===== config.mk =====
export PLATFORM = sky130hd
export DESIGN_NAME = keypad_scanner
export DESIGN_NICKNAME = d
export VERILOG_FILES = /design/src/rtl/keypad_scanner.sv
export SDC_FILE = /design/constraint.sdc
export NUM_CORES = 1
export LEC_CHECK = 0
export CORE_UTILIZATION = 30
export DETAILED_ROUTE_END_ITERATION = 6
export DONT_BUFFER_PORTS = 1
export GPL_ROUTABILITY_DRIVEN = 1
export SYNTH_ARGS = -nofsm -noshare
export SYNTH_HDL_FRONTEND = slang
export SYNTH_SLANG_ARGS = --single-unit

===== constraint.sdc =====
create_clock -name clk -period 1.9 [get_ports clk]
set_input_delay 0.19 -clock clk [delete_from_list [all_inputs] [get_ports clk]]
set_output_delay 0.19 -clock clk [all_outputs]
set_load 0.02 [all_outputs]

===== src/rtl/keypad_scanner.sv =====
// 3x4 matrix keypad scanner: column drive, debounced press/release, valid/ready key output.
// Define KEYPAD_SCANNER_FIFO_EN for a 4-entry output FIFO; otherwise a single holding register.
module keypad_scanner #(
   parameter int unsigned SCAN_DIV = 4,
   parameter int unsigned DEBOUNCE = 3
) (
   input  logic       clk,
   input  logic       reset,
   output logic [2:0] col,
   input  logic [3:0] row,
   output logic       out_valid,
   input  logic       out_ready,
   output logic [3:0] out_code,
   output logic       overflow
);

   typedef enum logic [1:0] {S_SCAN, S_DEBOUNCE, S_HELD} state_t;

   state_t     state, state_nxt;
   logic [7:0] div_q;
   logic [1:0] col_idx, col_idx_nxt;
   logic [3:0] row_q, row_q_nxt;
   logic [3:0] cnt, cnt_nxt;
   logic [3:0] cnt_inc;
   logic [1:0] col_adv;
   logic       sample;
   logic       hit;
   logic       push;
   logic [3:0] push_code;
   logic       pop;

   function automatic logic [3:0] key_code(input logic [3:0] r, input logic [1:0] c);
      logic [3:0] code;
      code = 4'd0;
      case (r)
         4'b0001: code = 4'd1 + {2'b00, c};
         4'b0010: code = 4'd4 + {2'b00, c};
         4'b0100: code = 4'd7 + {2'b00, c};
         4'b1000: code = (c == 2'd0) ? 4'd10 : ((c == 2'd1) ? 4'd0 : 4'd11);
         default: code = 4'd0;
      endcase
      return code;
   endfunction

   assign sample    = (div_q == 8'(SCAN_DIV - 1));
   assign hit       = $onehot(row);
   assign cnt_inc   = cnt + 4'd1;
   assign col_adv   = (col_idx == 2'd2) ? 2'd0 : col_idx + 2'd1;
   assign col       = 3'b001 << col_idx;
   assign push_code = key_code(row, col_idx);
   assign pop       = out_valid && out_ready;

   // NOTE: sequential state uses non-blocking (<=) so every register sees pre-edge values.
   always_ff @(posedge clk or negedge reset) begin
      if (!reset) begin
         div_q   <= '0;
         state   <= S_SCAN;
         col_idx <= '0;
         row_q   <= '0;
         cnt     <= '0;
      end else begin
         div_q   <= sample ? 8'd0 : div_q + 8'd1;
         state   <= state_nxt;
         col_idx <= col_idx_nxt;
         row_q   <= row_q_nxt;
         cnt     <= cnt_nxt;
      end
   end

   // NOTE: every output of this block gets a default first, so no path can infer a latch.
   always_comb begin
      state_nxt   = state;
      col_idx_nxt = col_idx;
      row_q_nxt   = row_q;
      cnt_nxt     = cnt;
      push        = 1'b0;
      if (sample) begin
         case (state)
            S_SCAN: begin
               if (hit) begin
                  row_q_nxt = row;
                  if (DEBOUNCE == 1) begin
                     push      = 1'b1;
                     state_nxt = S_HELD;
                     cnt_nxt   = '0;
                  end else begin
                     state_nxt = S_DEBOUNCE;
                     cnt_nxt   = 4'd1;
                  end
               end else begin
                  col_idx_nxt = col_adv;
               end
            end
            S_DEBOUNCE: begin
               if (hit && (row == row_q)) begin
                  if (cnt_inc == 4'(DEBOUNCE)) begin
                     push      = 1'b1;
                     state_nxt = S_HELD;
                     cnt_nxt   = '0;
                  end else begin
                     cnt_nxt = cnt_inc;
                  end
               end else begin
                  state_nxt   = S_SCAN;
                  cnt_nxt     = '0;
                  col_idx_nxt = col_adv;
               end
            end
            S_HELD: begin
               // cnt now counts consecutive all-zero samples toward release.
               if (row == 4'b0000) begin
                  if (cnt_inc == 4'(DEBOUNCE)) begin
                     state_nxt   = S_SCAN;
                     cnt_nxt     = '0;
                     col_idx_nxt = col_adv;
                  end else begin
                     cnt_nxt = cnt_inc;
                  end
               end else begin
                  cnt_nxt = '0;
               end
            end
            default: begin
               state_nxt = S_SCAN;
               cnt_nxt   = '0;
            end
         endcase
      end
   end

`ifdef KEYPAD_SCANNER_FIFO_EN
   logic [3:0] mem [4];
   logic [1:0] wr_ptr, rd_ptr;
   logic [2:0] level;
   logic       full, accept;

   assign full      = (level == 3'd4);
   assign accept    = push && (!full || pop);
   assign out_valid = (level != 3'd0);
   assign out_code  = mem[rd_ptr];

   // NOTE: the FIFO storage is reset too, so out_code reads 0 while reset is low.
   always_ff @(posedge clk or negedge reset) begin
      if (!reset) begin
         for (int i = 0; i < 4; i++) mem[i] <= '0;
         wr_ptr   <= '0;
         rd_ptr   <= '0;
         level    <= '0;
         overflow <= 1'b0;
      end else begin
         if (accept) begin
            mem[wr_ptr] <= push_code;
            wr_ptr      <= wr_ptr + 2'd1;
         end
         if (pop) rd_ptr <= rd_ptr + 2'd1;
         level <= level + 3'(accept) - 3'(pop);
         if (push && full && !pop) overflow <= 1'b1;
      end
   end
`else
   logic       valid_q;
   logic [3:0] code_q;

   assign out_valid = valid_q;
   assign out_code  = code_q;

   always_ff @(posedge clk or negedge reset) begin
      if (!reset) begin
         valid_q  <= 1'b0;
         code_q   <= '0;
         overflow <= 1'b0;
      end else begin
         // A push lands when the register is empty or is being drained this same edge.
         if (push && (!valid_q || pop)) begin
            valid_q <= 1'b1;
            code_q  <= push_code;
         end else if (pop) begin
            valid_q <= 1'b0;
         end
         if (push && valid_q && !pop) overflow <= 1'b1;
      end
   end
`endif

endmodule

=== After elaboration in Yosys (flattened, before gate mapping) ===
Index checks and enable logic that the tools add are counted.
Widths: inputs -> output; s select.

* Register bits: 26
* Input port bits: 7
* Output and inout port bits: 9
* Logic and storage cells: 80

* Add/subtract/negate cells: 9
* Eq/ne operators: 18
* Shifts and indexed selects: 1
* Multiplexer cells: 27
* Reductions and logical operators: 17

{| class="wikitable"
|+ Operators by type and width
! kind !! count
|-
| $mux 4 || 6
|-
| $mux 2 || 10
|-
| $pmux 4 s4 || 1
|-
| $pmux 2 s3 || 2
|-
| $pmux 4 s3 || 1
|-
| $ne 2x2->1 const B || 5
|-
| $add 3x2->4 const A || 2
|-
| $add 8x1->8 const B || 1
|-
| $eq 4x2->1 const B || 2
|-
| $eq 8x2->1 const B || 1
|-
| $mux 8 || 1
|-
| $mux 1 || 6
|-
| $reduce_and 6->1 || 1
|-
| $logic_and 1x1->1 || 5
|-
| $reduce_and 5->1 || 1
|-
| $add 1x1->2 || 2
|-
| $add 4x1->4 const B || 1
|-
| $eq 2x1->1 const B || 2
|-
| $eq 2x2->1 const B || 2
|-
| $eq 4x1->1 const B || 1
|-
| $eq 4x3->1 const B || 1
|-
| $eq 4x4->1 || 1
|-
| $eq 4x4->1 const B || 1
|-
| $logic_not 2->1 || 2
|-
| other kinds (13) || 14
|}

=== Longest topological paths before layout ===
* Depth in word-level cells: 9
* Gate-level depth with buffers: 11
* Gate-level depth less buffers: 10

=== Least setup slack after synthesis ===
Ideal clock, no wire load.

* Path kind: input to register
* From: in row[3]
* To: reg col_idx[0]
* Setup time: 0.128 ns
* Data arrival time: 2.474 ns
* Data required time: 1.772 ns
* Setup slack: -0.702 ns
* Stages: 11
* Path buffers: 1
* Cells stage by stage: buf_2 > inv_1 > fa_1 > inv_1 > ha_1 > ha_1 > nor3b_2 > nand4_1 > nor2_2 > nand4b_1 > mux2_1

* Word-level cells in the longest chain between the ends: 6
* Elaborated cells on any way between the ends: 10
* Classes of those cells: 2 x add/sub; 5 x eq/ne; 3 x reduce/logical

{| class="wikitable"
|+ RTL lines
! what !! RTL line !! RTL
|-
| start: declaration || 10 || <nowiki>input logic [3:0] row,</nowiki>
|-
| $add 1x1->2 (not written as such) || 46 || <nowiki>assign hit = $onehot(row);</nowiki>
|-
| $add 2x2->3 (not written as such) || 46 ||
|-
| $eq 3x1->1 || 46 ||
|-
| $logic_and 1x1->1 || 95 || <nowiki>if (hit && (row == row_q)) begin</nowiki>
|-
| $ne 2x2->1 (no line) || - ||
|-
| $reduce_and 6->1 (no line) (*) || - ||
|-
| end signal: assignment || 64 || <nowiki>col_idx <= col_idx_nxt;</nowiki>
|-
| end: declaration || 21 || <nowiki>logic [1:0] col_idx, col_idx_nxt;</nowiki>
|}

Every way passes the cells marked *; elsewhere a longest branch is shown, timed or not.
A chain may end at the register's enable or synchronous reset.

=== Worst setup path after layout ===
Ends and elaborated chain as after synthesis.

==> reports/results.ini <==
[run_status]
status = complete, but fails checks
violations = setup timing

[yosys]
synth_area_leaders = dfrtp_1 (41%), ha_1 (9.4%), xnor2_1 (4.9%)
ys_top_cells_by_count = dfrtp_1 (26), ha_1 (12), inv_1 (12)
ys_warn_count = 0
ys_async_sr_fraction_pct = 100.0
synth_edf_count = 0
synth.most_common_cell = dfrtp_1
yosysTopAreaCellShare_pct = 40.59
synth.distinct_cells = 48
syn_nets = 177
avgSynthCellArea_sq_um = 10.21
ys_seq_area_share_pct = 40.59
yosysTopAreaCell = dfrtp_1
ys_seq_elements = 26
synthCells = 157
ys.flop_type = dfrtp_1
netlist_area_sq_um = 1603

[routing]
wl_per_cell_um = 12.42
initialDrtViolationCount = 30
drt_wl_total_um = 3019
drcViolationCount = 0
ant_nets = 0
num_vias = 1118
dr.pass1.iters = 4
via_per_inst = 4.601

[power]
switchingPower_mw = 0.5304
power.total_mw = 1.669
p_comb_share_pct = 29.8
switching_share_pct = 31.78
max-vdd-ir-drop_uv = 488.4
power.density_nw_per_um2 = 851.8
pwr-share-clk_pct = 28.3
p_leak_nw = 0.8807
pwr-share-seq_pct = 41.9
internal_power_mw = 1.139

[placed_design]
place_inst = 237
place_congestion = 0.7489
dp_hpwl_um = 2235
numPortBuffers = 0
placed_area_sq_um = 1803

[critical_path]
critPathKind = input port to register
worstSetupStartpointType = input port
critPathMaxFanout = 10
critical_path.top_delay_family = adder cells
cp-end-kind = register
cp_slowest_cell = fa_1
cp.required_ns = 2.07
crit_buf_inv = 3
slowest_delay_ns = 0.52
worstPathArrival_ns = 2.24
crit_path_cell_trace = inv_8, fa_1, inv_1, ha_2, ha_4, nor3b_4, buf_4, and3_4, a21oi_2, nand4b_1, mux2_4

[global_route]
grt_first_pass_wirelength_um = 5278
grt_max_degree = 27
antenna_found_initial = 0
grt_usage_pct = 12.68
grt.overflow.total = 0
grt_pass1_vias = 1128

[die]
fp.dieW_um = 75.10
io_pins = 16
dieArea_sq_um = 5639
rows = 26
start_util_pct = 31.18
coreArea_sq_um = 5140
die_h_um = 75.10

[sta]
slew-limit-headroom_pct = 63.65
tightest_slew_ns = 0.5411
setup_viol = 10
fmax_mhz = 484.8
grt_setup_unrepaired = true
layout_setup_ws_ns = -0.1626
slew_viol_final = 0
hold_viol_final = 0
finClkSkew_ns = 0.006609
finalCritPeriodShare_pct = 108.6
period_minus_slack_ns = 2.063
hold_ws_ns = 0.06033

[clock_network]
clockBufferDepth = 2
clock_sinks = 26
cts_tree = done
cts_buffers = 3
cts-root-buf = clkbuf_8
htreeDepth = 1
cts.clk_slew.worst_paths_ns = 0.10
insertion_delay_ns = 0.28

[cells_and_area]
antenna_cells = 0
final-seq-area_sq_um = 650.6
final_layout_size_suffix_gt1_share_pct = 26.59
instances_no_fill = 243
multiInputGateArea_sq_um = 962.2
final_nets = 194
fin_area_sq_um = 1959
fillers = 529
area_growth_pct = 22.25

[job]
maxCapViolations = 0

[worst_hold_path]
hold_class = input port to register

power by group through the flow:
stage	registers, mW	clock network [mW]	logic, mW
after floorplan	0.702	0	0.336
after global placement	0.709	0	0.438
after detailed placement	0.711	0	0.445
after CTS	0.699	0.481	0.492
after global routing	0.711	0.505	0.553
final	0.700	0.472	0.497
worst register-to-register path, stage by stage (launching register included):
cell and delay (ns):
dfrtp_1 0.43, ha_1 0.23, nor4b_2 0.24, a41oi_2 0.05
buf_4 0.18, o21ai_2 0.15, nand4b_1 0.22, mux2_4 0.35
routing by layer:
| metal | routed length, um | global-route usage [%] | vias up | share of wire, % |
|---|---|---|---|---|
| met1 | 1487 | 16.57 | 525 | 49 |
| met4 | 63 | 5.031 | 0 | 2.1 |
| li1 | - | - | 577 | - |
| met2 | 1396 | 20.42 | 11 | 46 |
| met3 | 72 | 2.811 | 5 | 2.4 |
| met5 | 0 | 0 | - | 0 |
cell families (layout without fill, tap and decap cells):
kind of cell | Yosys count | in the layout | share of synthesized area (%)
multiplexers | 7 | 7 | 5.777
buffers and inverters | 16 | 32 | 3.903
AND/OR/NAND/NOR | 56 | 56 | 21.23
XOR/XNOR | 10 | 10 | 5.465
flip-flops | 26 | 26 | 40.59
adder cells (fa/ha/maj) | 13 | 13 | 10.62
AO/OA/AOI/OAI | 29 | 29 | 12.41
what timing repair did:
item / in CTS / in global routing
resized for setup: 10 / 3
hold buffers: 2 / 0
setup endpoints to repair: 15 / 16
pin swaps: 10 / 5
buffers inserted: 1 / 1
hold endpoints to repair: 26 / 0
stage by stage:
step / setup WS, ns / utilization [%] / setup TNS (ns)
finish: -0.1626 / 38.12 / -0.7532
detailed placement: -0.4926 / 35.08 / -6.837
global route: -0.2239 / 38.12 / -1.850
CTS: -0.1522 / 37.83 / -1.022
floorplan: -0.5161 / - / -4.970
global placement: -0.4376 / 35.08 / -5.971
final timing paths:
kind                               startpoint                endpoint  slack [ns]  cells after the start
hold reg to reg            div_q[0]$_DFF_PN0_      div_q[0]$_DFF_PN0_        0.48                      1
min in group asynchronous               reset    row_q[2]$_DFFE_PN0P_        0.34                      2
setup reg to reg           cnt[1]$_DFFE_PN0P_  col_idx[0]$_DFFE_PN0P_       -0.05                      7
hold / removal                         row[2]    row_q[2]$_DFFE_PN0P_        0.06                      2
setup / recovery                       row[3]  col_idx[0]$_DFFE_PN0P_       -0.16                     11
max in group asynchronous               reset      div_q[2]$_DFF_PN0_        1.40                      2
cell usage in the layout (no fill, tap or decap), types with 2 or more instances in the layout:
master	netlist	routed
nand3_1	7	7
and2_1	2	2
nand2_1	11	11
o21ai_0	3	3
and3_1	3	2
a31oi_1	3	3
xnor2_1	9	9
nor3b_1	2	2
o21ai_2	1	2
dfrtp_1	26	26
inv_1	12	9
ha_1	12	10
o21ai_1	7	5
nand4b_1	2	2
nor2_4	1	2
buf_4	0	12
a21oi_1	5	4
nor2_1	11	11
mux2_4	4	6
inv_2	1	3
nor3_1	3	3
nor2b_1	3	3
clkbuf_8	0	3
cell type report:
| class | instances | share of cell area (%) |
|---|---|---|
| repair buffers | 15 | 6.705 |
| clock buffers | 3 | 2.107 |
| well taps | 70 | 4.470 |
| clock inverters | 1 | 1.533 |
| flip-flops and latches | 26 | 33.21 |
| inverters | 13 | 2.874 |
| multi-input cells | 115 | 49.11 |
sequential cells by signal, indices dropped and copies added (netlist names):
name       flops
cnt            4
col_idx        2
div_q          8
out_code       4
out_valid      1
overflow       1
row_q          4
state          2
(Power assumes the default switching activity.)
